### src/rtl/hex_pwm_channel.sv
// hex_pwm_channel: per-digit PWM/blink gate for one HEX display.
// Free-running period counter; segments pass only during the on-phase.
module hex_pwm_channel #(
  parameter int          CNT_W = 28,
  parameter int          SEG_W = 8,
  parameter logic [SEG_W-1:0] BLANK = 8'hFF
) (
  input  logic             clk_clk,
  input  logic             reset_reset,
  input  logic [CNT_W-1:0] period_i,
  input  logic [CNT_W-1:0] decode_i,
  input  logic [SEG_W-1:0] hex_i,
  output logic [SEG_W-1:0] hex_o,
  output logic             pwm_o,
  output logic             wrap_o
);

  typedef enum logic {
    IDLE = 1'b0,
    RUN  = 1'b1
  } state_t;

  state_t           state, state_n;
  logic [CNT_W-1:0] cnt, cnt_n;
  logic [CNT_W-1:0] period_sh, period_n;
  logic [CNT_W-1:0] decode_sh, decode_n;
  logic             pwm_n;
  logic             wrap_n;
  logic [SEG_W-1:0] hex_n;
  logic             last;

  // period_sh is never 0 while in RUN, so the -1 cannot underflow there
  assign last = (state == RUN) &&
                (cnt == period_sh - CNT_W'(1));

  always_comb begin
    state_n  = state;
    cnt_n    = cnt;
    period_n = period_sh;
    decode_n = decode_sh;
    pwm_n    = 1'b0;
    wrap_n   = 1'b0;
    unique case (state)
      IDLE: begin
        cnt_n    = '0;
        period_n = period_i;
        decode_n = decode_i;
        if (period_i != '0)
          state_n = RUN;
      end
      RUN: begin
        pwm_n  = (cnt < decode_sh);
        wrap_n = last;
        if (last) begin
          cnt_n    = '0;
          period_n = period_i;
          decode_n = decode_i;
          if (period_i == '0)
            state_n = IDLE;
        end else begin
          cnt_n = cnt + CNT_W'(1);
        end
      end
      default: state_n = IDLE;
    endcase
    hex_n = pwm_n ? hex_i : BLANK;
  end

  always_ff @(posedge clk_clk) begin
    if (reset_reset)
      state <= IDLE;
    else
      state <= state_n;
  end

  always_ff @(posedge clk_clk) begin
    if (reset_reset) begin
      cnt       <= '0;
      period_sh <= '0;
      decode_sh <= '0;
      pwm_o     <= 1'b0;
      wrap_o    <= 1'b0;
      hex_o     <= BLANK;
    end else begin
      cnt       <= cnt_n;
      period_sh <= period_n;
      decode_sh <= decode_n;
      pwm_o     <= pwm_n;
      wrap_o    <= wrap_n;
      hex_o     <= hex_n;
    end
  end

endmodule
### config.mk
export PLATFORM = sky130hd
export DESIGN_NAME = hex_pwm_channel
export DESIGN_NICKNAME = d
export VERILOG_FILES = /design/src/rtl/hex_pwm_channel.sv
export SDC_FILE = /design/constraint.sdc
export NUM_CORES = 1
export LEC_CHECK = 0
export ABC_AREA = 1
export CORE_MARGIN = 5
export CORE_UTILIZATION = 45
export CTS_BUF_LIST = sky130_fd_sc_hd__clkbuf_4
export CTS_CLUSTER_SIZE = 40
export DETAILED_ROUTE_END_ITERATION = 16
export HOLD_SLACK_MARGIN = 0.15
export PLACE_DENSITY = 0.71
export SLEW_MARGIN = 20
export SYNTH_ARGS = -nofsm -noshare
export SYNTH_HDL_FRONTEND = slang
export SYNTH_SLANG_ARGS = --single-unit
### constraint.sdc
create_clock -name clk_clk -period 5.9 [get_ports clk_clk]
set_input_delay 1.475 -clock clk_clk [delete_from_list [all_inputs] [get_ports clk_clk]]
set_output_delay 1.475 -clock clk_clk [all_outputs]
set_load 0.01 [all_outputs]
# After elaboration in Yosys (flattened, before gate mapping)
# Cells that the tools add are included.
# Widths: inputs -> output; s select.
[totals]
ff_bits = 95
[classes]
n_lt_le_gt_ge = 1
reduce_logical = 5
muxes = 11
n_eq_ne = 2
n_bitwise = 2
addsub = 2
[op_table]
columns = ["operator", "n"]
rows = [
  ["$pmux 28 s2", 3],
  ["$mux 28", 3],
  ["$add 28x1->28 const B", 1],
  ["$eq 28x28->1", 1],
  ["$logic_not 28->1", 1],
  ["$lt 28x28->1", 1],
  ["$reduce_bool 28->1", 1],
  ["$sub 28x1->28 const B", 1],
  ["$mux 1", 4],
  ["$reduce_or 2->1", 2],
  ["$ne 2x1->1 const B", 1],
  ["$not 1->1", 2],
  ["$pmux 1 s2", 1],
  ["$logic_and 1x1->1", 1],
]

# Logic depth before layout (Yosys ltp)
# Gate-level depths: netlist (run 1).
[logic_depth]
word_depth = 5
ltp_mapped = 20
mapped_depth_nobuf = 18

# Least setup slack after synthesis (run 1)
# OpenSTA, ideal clock, no wires.
[synth_path]
path_kind = "input to register"
startpoint = "input port reset_reset"
endpoint = "register hex_o[0]"
t_arrival_ps = 2509
setup_time_ps = 138
stages = 7
slack_ps = 3253
t_required_ps = 5762
n_path_buf = 0
path_cell_list = "inv_1 -> nand2_1 -> a211oi_1 -> o21ai_0 -> a31o_2 -> a21oi_1 -> nand2_1"
[synth_between]
elab_chain_len = 1
[synth_lines]
columns = ["item", "line_no", "text"]
rows = [
  ["from (decl)", "9", "input logic reset_reset,"],
  ["$reduce_or 2->1 (no line)", "--", ""],
  ["to (signal assigned)", "90", "hex_o <= hex_n;"],
  ["to (decl)", "13", "output logic [SEG_W-1:0] hex_o,"],
]
# No other way between the ends.
# A chain may end at the register's enable or synchronous reset.

# Worst setup path in the final report (run 1)
[layout_path]
startpoint = "input port reset_reset"
endpoint = "register hex_o[5]"
# Same word-level chain as after synthesis.

==> results of run 1 <==
-- sequential cells by signal, summed over array words and instances (netlist names) --
name	flops
cnt	28
decode_sh	28
hex_o	8
period_sh	28
pwm_o	1
state	1
wrap_o	1
-- logic make-up after synthesis --
family / Yosys count / share of synthesized area
AND/OR/NAND/NOR: 504 / 0.372
buffers and inverters: 159 / 0.112
AO/OA/AOI/OAI: 96 / 0.0857
flip-flops: 95 / 0.319
XOR/XNOR: 32 / 0.0494
adder cells (fa/ha/maj): 29 / 0.0609
-- worst min-delay path by stage --
stage / from / endpoint / depth (start not counted)
2_1_floorplan: cnt[0] / cnt[0] / 1
3_3_place_gp: cnt[0] / cnt[0] / 1
3_5_place_dp: cnt[0] / cnt[0] / 1
4_1_cts: cnt[0] / cnt[0] / 1
5_1_grt: cnt[0] / cnt[0] / 1
6_report: cnt[0] / cnt[0] / 1
-- area by class of cell --
| cell class | count | area, sq um | share of cell area |
|---|---|---|---|
| multi-input combinational | 661 | 3390 | 0.489 |
| tap | 176 | 220 | 0.0318 |
| antenna | 1 | 2.50 | 0.000361 |
| sequential | 95 | 1910 | 0.275 |
| clock buffer | 9 | 67.6 | 0.00974 |
| clock inverter | 7 | 103 | 0.0148 |
| inverter | 124 | 465 | 0.0671 |
| timing repair buffer | 79 | 781 | 0.113 |
-- cell usage in the layout (no fill, tap or decap), drive strengths merged --
master           n
a31oi            2
o21a             1
clkinv           3
diode            1
nor4             9
inv            125
clkdlybuf4s50   75
o211ai           1
nand2          212
bufinv           2
a21oi           73
nand3b           2
ha              29
buf              4
xnor3            1
xor2            17
dfxtp           95
o2111ai          1
nand3           92
o31ai            1
nor3            18
or2              5
a21o             1
clkbuf           9
nand4           13
a31o             1
o21ai           11
a211oi           2
xnor2           14
clkinvlp         1
nor2           152
o21bai           2
nor3b            1
-- critical path, stage by stage --
cell and delay [ns]:
clkdlybuf4s50_1 0.39, inv_1 0.05, buf_4 0.47, nand2_1 0.18, a211oi_1 0.20, o21ai_0 0.11, a31o_2 0.22, a21oi_1 0.49
nand2_1 0.10
-- metal layers --
metal,GRT usage,vias to the layer above,routed length (um),part of all wire
met1,0.253,2482,6770,0.49
met5,0,-,0,0
met3,0.0222,16,690,0.049
li1,-,3020,-,-
met2,0.293,124,6260,0.45
met4,0.0574,0,231,0.017
-- per-stage QoR --
step | cells | cell area (sq um) | setup slack (ns) | power, W | hold WS (ns)
5_1_grt | 1152 | 6940 | 2.21 | 0.00154 | 0.547
4_1_cts | 1151 | 6930 | 2.49 | 0.00146 | 0.523
6_report | 1152 | 6940 | 2.55 | 0.00145 | 0.522
3_5_place_dp | 1135 | 6760 | 1.97 | 0.00104 | 0.488
2_1_floorplan | 915 | 5950 | 3.25 | 0.000938 | 0.452
3_3_place_gp | 1135 | 6760 | 2.07 | 0.00104 | 0.482
-- report_power, final --
part	total, W	switching [W]	leakage [nW]	internal [W]
logic	0.000325	0.000184	2.37	0.000141
registers	0.000705	0.0000283	0.781	0.000677
clock network	0.000418	0.000242	0.0871	0.000176
total	0.00145	0.000454	3.24	0.000995
==> run metrics, run 1 <==
outcome complete, no violations; fin crit share 0.568; Vias/cell 4.90; IO Pins between 70 and 80; critical path capture point type flip-flop; top-count cell post-synth nand2_1; Reg clk slew, reported paths around 0.16 ns; Commonest cells post-synth 207 x nand2_1, 142 x nor2_1, 120 x inv_1; crit path from reset_reset; startpoint types primary input; DR WL/cell 12.1 um; WP data arrival roughly 3.7 ns; global-route wire length before repair approximately 24000 um; final routed DRC violation total 0; flops & latches, synth between 90 and 100; Final Hold Viols 0; pin count of the biggest net entering global routing 94; Async S/R FF share, synth 0; Mapped Nets 1010; pwr dens around 210 nW/um^2; htree depth 3; Syn Area/Cell between 6 and 7 sq um; vias in the first global route ~5300; Tot GR Track Use 0.181; fmax a little under 0.3 GHz; Die ar. 15600 sq um; Worst Path Required between 6 and 7 ns; Synth cell types 40; Sink Count 95; reg2reg end decode_sh[5]; worst clock skew roughly 0.018 ns; Worst Tran Pin Value just under 1 ns; drt total wl 14000 um; layout filler cell count approximately 1300; Yosys warnings 0; setup bufs post-CTS 0; CTS tree yes; HPWL after DPL roughly 10000 um; Slew HR 0.356; share of cells above drive strength 1 0.0564; Mapped Area around 6000 sq um; detailed-route via count 5642; Placer Congestion 0.889; nets 1065; worst-path fanout max slightly below 60; Hold Path Class flip-flop to flip-flop; r2r setup slk ~2.7 ns; setup TNS 0 ns; die height 125 um; cts hold-fix bufs 0; VDD IR-drop max 0.133 mV; global route overflow 0; worst reg2reg path startpoint period_sh[0]; Skew-Pair Late Insertion Delay around 0.47 ns; area leader, netlist dfxtp_1; Tmin final roughly 3.4 ns; Synth Flop Type dfxtp_1; PostCTS Resize Cnt 0; cell chosen for the clock root clkbuf_4; Site Rows 42; 1st-pass router iterations 5; Antenna Nets Post-Route 0; Yosys top cell area share 0.319; antenna violations before repair 1; leading post-synthesis cells by cell area dfxtp_1 32%, nand2_1 13%, nor2_1 9.0%; WS Path Type primary input to flip-flop; number of synthesized flops with an enable pin 0; CP Capture Point hex_o[5]; CTS Buf Count 9; die width ~130 um; Initial Utilization 0.455; Mapped Cells 915; Syn-to-layout area delta 16.5%; Max clock buf depth 2; Pleak 3.24 nW; RSZ-0062 raised after global routing no; Max Cap Viol 0; part of the Yosys area used for sequential elements 0.319; Reg2Reg Depth 14; port buffer count 75; max-slew violations 0; Core Area approximately 13000 sq um; final setup violation count 0; DRT iter0 DRCs about 400; Util after Layout 0.530
(Power assumes the default switching activity.)
==> run 2: changes to the inputs <==
clock period = 3.4 ns   (was 5.9 ns; I/O delays follow)
==> run 2 against run 1 <==
- core utilization is 0.12 points lower
- clock power is 45% higher
- first-iteration DRC count is 18% lower
- wire length is 1.2% higher
- critical path type is now flip-flop to flip-flop
- largest cell class unchanged
- largest power group unchanged
==> run metrics, run 2 (same netlist as run 1, synthesis figures left out) <==
outcome complete, no violations; CTS Buf Count 9; DRT iter0 DRCs ~330; Top Registers cnt x28, decode_sh x28, period_sh x28; Worst path depth 17; startpoint types flip-flop; Antenna Nets Post-Route 0; WS Path Type flip-flop to flip-flop; port buffer count 75; RSZ-0062 raised after global routing no; Skew-Pair Late Insertion Delay roughly 0.5 ns; htree depth 3; setup TNS 0 ns; nets 1068; 1st-pass router iterations 4; Worst Hold Depth 1; max-slew violations 0; final setup violation count 0; Tmin final roughly 2.8 ns; cts hold-fix bufs 0; WP data arrival roughly 3.2 ns; Site Rows 42; Reg2Reg Depth 17; DR WL/cell between 10 and 15 um; most common cell after layout, fill and taps aside nand2_1; Vias/cell 4.92; Final Hold Viols 0; Core Area between 10000 and 15000 sq um; die height about 130 um; antenna violations before repair 1; worst reg2reg path startpoint period_sh[0]; met1 Track Usage GR 0.254; IO Pins 76; Largest delay share family, worst path simple AND/OR/NAND/NOR gates; setup bufs post-CTS 0; Pleak between 3 and 4 nW; Sink Count 95; slowest stage cell, crit path buf_4; Die ar. 15600 sq um; met2 usage 0.293; Initial Utilization 0.455; GRT met3 Usage 0.0277; HPWL after DPL 10800 um; share of cells above drive strength 1 0.0593; cell chosen for the clock root clkbuf_4; most frequent cells in the layout 207 x nand2_1, 142 x nor2_1, 120 x inv_1; final routed DRC violation total 0; detailed-route via count ~5700; fin crit share 0.820; fmax around 0.36 GHz; PostCTS Resize Cnt 0; gr busiest metal met2; Max clock buf depth 2; global-route wire length before repair 24100 um; Hold Path Class flip-flop to flip-flop; CTS tree yes; crit path from period_sh[0]; Slew HR 0.578; Buf/Inv on CP 3; total power ~0.0024 W; worst-path cell chain inv_2, ha_1, nand2_2, nor2_4, nand2_2, nor2_2, nand3_1, nand2_1, nor2_1, nand2_1, nor2_1, nand3_4, buf_4, buf_4, nand3_1, nand2_1, nor2_1; Placer Congestion roughly 0.94; WHS Endpoint cnt[0]; VDD IR-drop max approximately 0.27 mV; worst clock skew 0.0177 ns; Worst Path Required about 3.8 ns; vias in the first global route approximately 5000; r2r setup slk between 0.6 and 0.7 ns; pin count of the biggest net entering global routing between 50 and 60; Reg clk slew, reported paths ~0.17 ns; reg2reg end decode_sh[21]; global route overflow 0; Tot GR Track Use 0.184; Worst Tran Pin Value between 0.6 and 0.7 ns; Syn-to-layout area delta 16.2%; layout filler cell count around 1300; drt total wl roughly 14000 um; max incr delay on CP 0.45 ns; worst-path fanout max between 40 and 50; Max Cap Viol 0; pwr dens ~350 nW/um^2; die width roughly 130 um; worst hold path startpoint cnt[0]; critical path capture point type flip-flop
run 2: cell count changes in the layout (fill, tap and decap cells not counted):
cell,change
clkinvlp_4,-1
clkinv_4,+2
buf_4,+3
inv_8,+1
bufinv_16,-2
run 2: how the worst max path moves through the flow:
stage / end
6_report: decode_sh[21]
5_1_grt: decode_sh[17]
3_5_place_dp: decode_sh[21]
2_1_floorplan: decode_sh[10]
4_1_cts: decode_sh[14]
3_3_place_gp: decode_sh[19]
run 2: cell type report:
type	instances	area [sq um]	area share
antenna	1	2.50	0.000362
sequential	95	1910	0.275
clock buffer	9	67.6	0.00976
multi-input combinational	661	3390	0.490
timing repair buffer	82	803	0.116
tap	176	220	0.0318
clock inverter	7	63.8	0.00922
inverter	124	465	0.0673
run 2: metal layers:
layer	vias to the layer above	routed length [um]
li1	3031	-
met2	121	6280
met4	0	248
met5	-	0
met3	16	724
met1	2517	6860
run 2: through the flow:
stage | hold WS, ns | cells | area (sq um) | utilization | setup slack [ns]
floorplan | 0.452 | 915 | 5950 | - | 1.25
global placement | 0.497 | 1138 | 6790 | 0.519 | 0.713
detailed placement | 0.499 | 1138 | 6790 | 0.519 | 0.654
CTS | 0.535 | 1154 | 6920 | 0.529 | 0.628
global route | 0.564 | 1155 | 6920 | 0.529 | 0.306
finish | 0.534 | 1155 | 6920 | 0.529 | 0.611
run 2: power breakdown:
| group | switching, W | total, W | internal (W) |
|---|---|---|---|
| sequential | 0.0000592 | 0.00123 | 0.00117 |
| combinational | 0.000311 | 0.000558 | 0.000246 |
| clock | 0.000439 | 0.000605 | 0.000166 |
==> run 3: changes to the inputs <==
clock period = 2.81 ns   (was 3.4 ns; I/O delays follow)
==> run 3 against run 2 <==
- setup slack worse by 0.37 ns
- cell area rose by 1.5%
- sequential share of layout area shrank 0.40 points
- via count fell by 0.18%
- power is 20% higher
- non-clock buffer count grew 5
- cell count rose by 0.52%
- first-iteration DRC count is 21% higher
- clock skew rose by 0.0039 ns
- wire length up 0.96%
- critical endpoint is now decode_sh[12]
- largest cell class unchanged
- largest power group unchanged
- highest routed layer unchanged
==> run metrics, run 3 (same netlist as run 1, synthesis figures left out) <==
Placer Congestion between 0.8 and 0.9; Reg clk slew, reported paths ~0.16 ns; Routed met2 length about 6400 um; Worst Tran Pin Value between 0.6 and 0.7 ns; Site Rows 42; max-slew violations 0; Die ar. roughly 16000 sq um; VDD IR-drop max about 0.25 mV; Core Area 13100 sq um; Sink Count 95; met3 WL 730 um; detailed-route via count 5675; Syn-to-layout area delta 17.9%; antenna violations before repair 1; share of cells above drive strength 1 0.0681; Final Hold Viols 0; cell chosen for the clock root clkbuf_4; most used cell along the critical path nand2_1; Top Registers cnt x28, decode_sh x28, period_sh x28; fmax approximately 0.39 GHz; die height about 130 um; most common cell after layout, fill and taps aside nand2_1; Vias/cell about 4.9; WS Path Type flip-flop to flip-flop; Worst Hold Depth 1; die width 125 um; slowest stage cell, crit path dfxtp_1; port buffer count 75; total power 0.00288 W; Tot GR Track Use 0.179; Reg2Reg Depth 16; Slew HR 0.591; HPWL after DPL around 11000 um; startpoint types flip-flop; met1 wire length roughly 6900 um; WP data arrival approximately 3.0 ns; Antenna Nets Post-Route 0; CTS Buf Count 9; outcome complete, no violations; drt total wl 14200 um; vias in the first global route just over 5000; most frequent cells in the layout 207 x nand2_1, 139 x nor2_1, 120 x inv_1; Tmin final approximately 2.6 ns; worst-path cell chain inv_2, ha_1, nand2_2, nor2_4, nand2_2, nor2_2, nand2_1, nand2_1, nand2_1, nor2_1, nand2_1, nor2_4, nand3_4, buf_12, a21oi_1, nor2_1; Skew-Pair Late Insertion Delay 0.48 ns; Worst Path Required 3.19 ns; worst clock skew between 0.02 and 0.025 ns; final routed DRC violation total 0; top routing layer used met4; worst-path fanout max 28; setup TNS 0 ns; DR WL/cell between 10 and 15 um; global route overflow 0; Pleak 3.28 nW; global-route wire length before repair between 20000 and 25000 um; final setup violation count 0; Max clock buf depth 2; fin crit share 0.916; Initial Utilization 0.455; 1st-pass router iterations 5; layout filler cell count 1300; pwr dens approximately 410 nW/um^2; critical path capture point type flip-flop; Max Cap Viol 0; htree depth 3; Hold Path Class flip-flop to flip-flop; DRT iter0 DRCs between 300 and 400; max incr delay on CP 0.36 ns; pin count of the biggest net entering global routing 60; nets between 1000 and 1500; CTS tree yes; IO Pins 76
## run 3: worst paths after layout
kind / from / endpoint / slack (ns)
setup / recovery: period_sh[0] / decode_sh[12] / 0.24
hold / removal: cnt[0] / cnt[0] / 0.52
setup reg to reg: period_sh[0] / decode_sh[12] / 0.24
hold reg to reg: cnt[0] / cnt[0] / 0.52
## run 3: timing repair
item                       4_1_cts  5_1_grt
buffers inserted                 0        2
setup endpoints to repair        0       49
resized for setup                0        5
hold buffers                     0        0
## run 3: power by group
part | switching, W | internal (W) | total (W)
combinational | 0.000402 | 0.000304 | 0.000706
clock | 0.000507 | 0.000193 | 0.000700
sequential | 0.0000557 | 0.00142 | 0.00148
total | 0.000965 | 0.00192 | 0.00288
## run 3: layout make-up
cell class	count	area, sq um	area share
repair buffers	87	891	0.127
clock buffers	9	67.6	0.00962
diodes	1	2.50	0.000356
clock inverters	7	51.3	0.00731
inverters	124	465	0.0663
well taps	176	220	0.0314
multi-input cells	662	3420	0.487
flip-flops and latches	95	1910	0.271
## run 3: per-stage QoR
stage	setup slack [ns]	util	std cells	area (sq um)	hold WS, ns
floorplan	0.658	-	915	5950	0.452
global placement	0.293	0.524	1141	6860	0.476
detailed placement	0.259	0.524	1141	6860	0.488
CTS	0.216	0.533	1157	6980	0.523
global route	-0.00603	0.537	1161	7020	0.570
finish	0.237	0.537	1161	7020	0.518
## run 3: worst max-delay path, delay by kind of cell, from the launching register on
| kind | cells | cell delay (ns) |
|---|---|---|
| and+or+nand+nor | 12 | 1.37 |
| DFF | 1 | 0.36 |
| buffers and inverters | 2 | 0.32 |
| adders and majority gates | 1 | 0.25 |
| AOI/OAI and AO/OA | 1 | 0.16 |
## run 3: routing by layer
metal,vias up,GRT usage
met4,0,0.0670
met5,-,0
met3,15,0.0235
met2,123,0.288
li1,3043,-
met1,2494,0.247
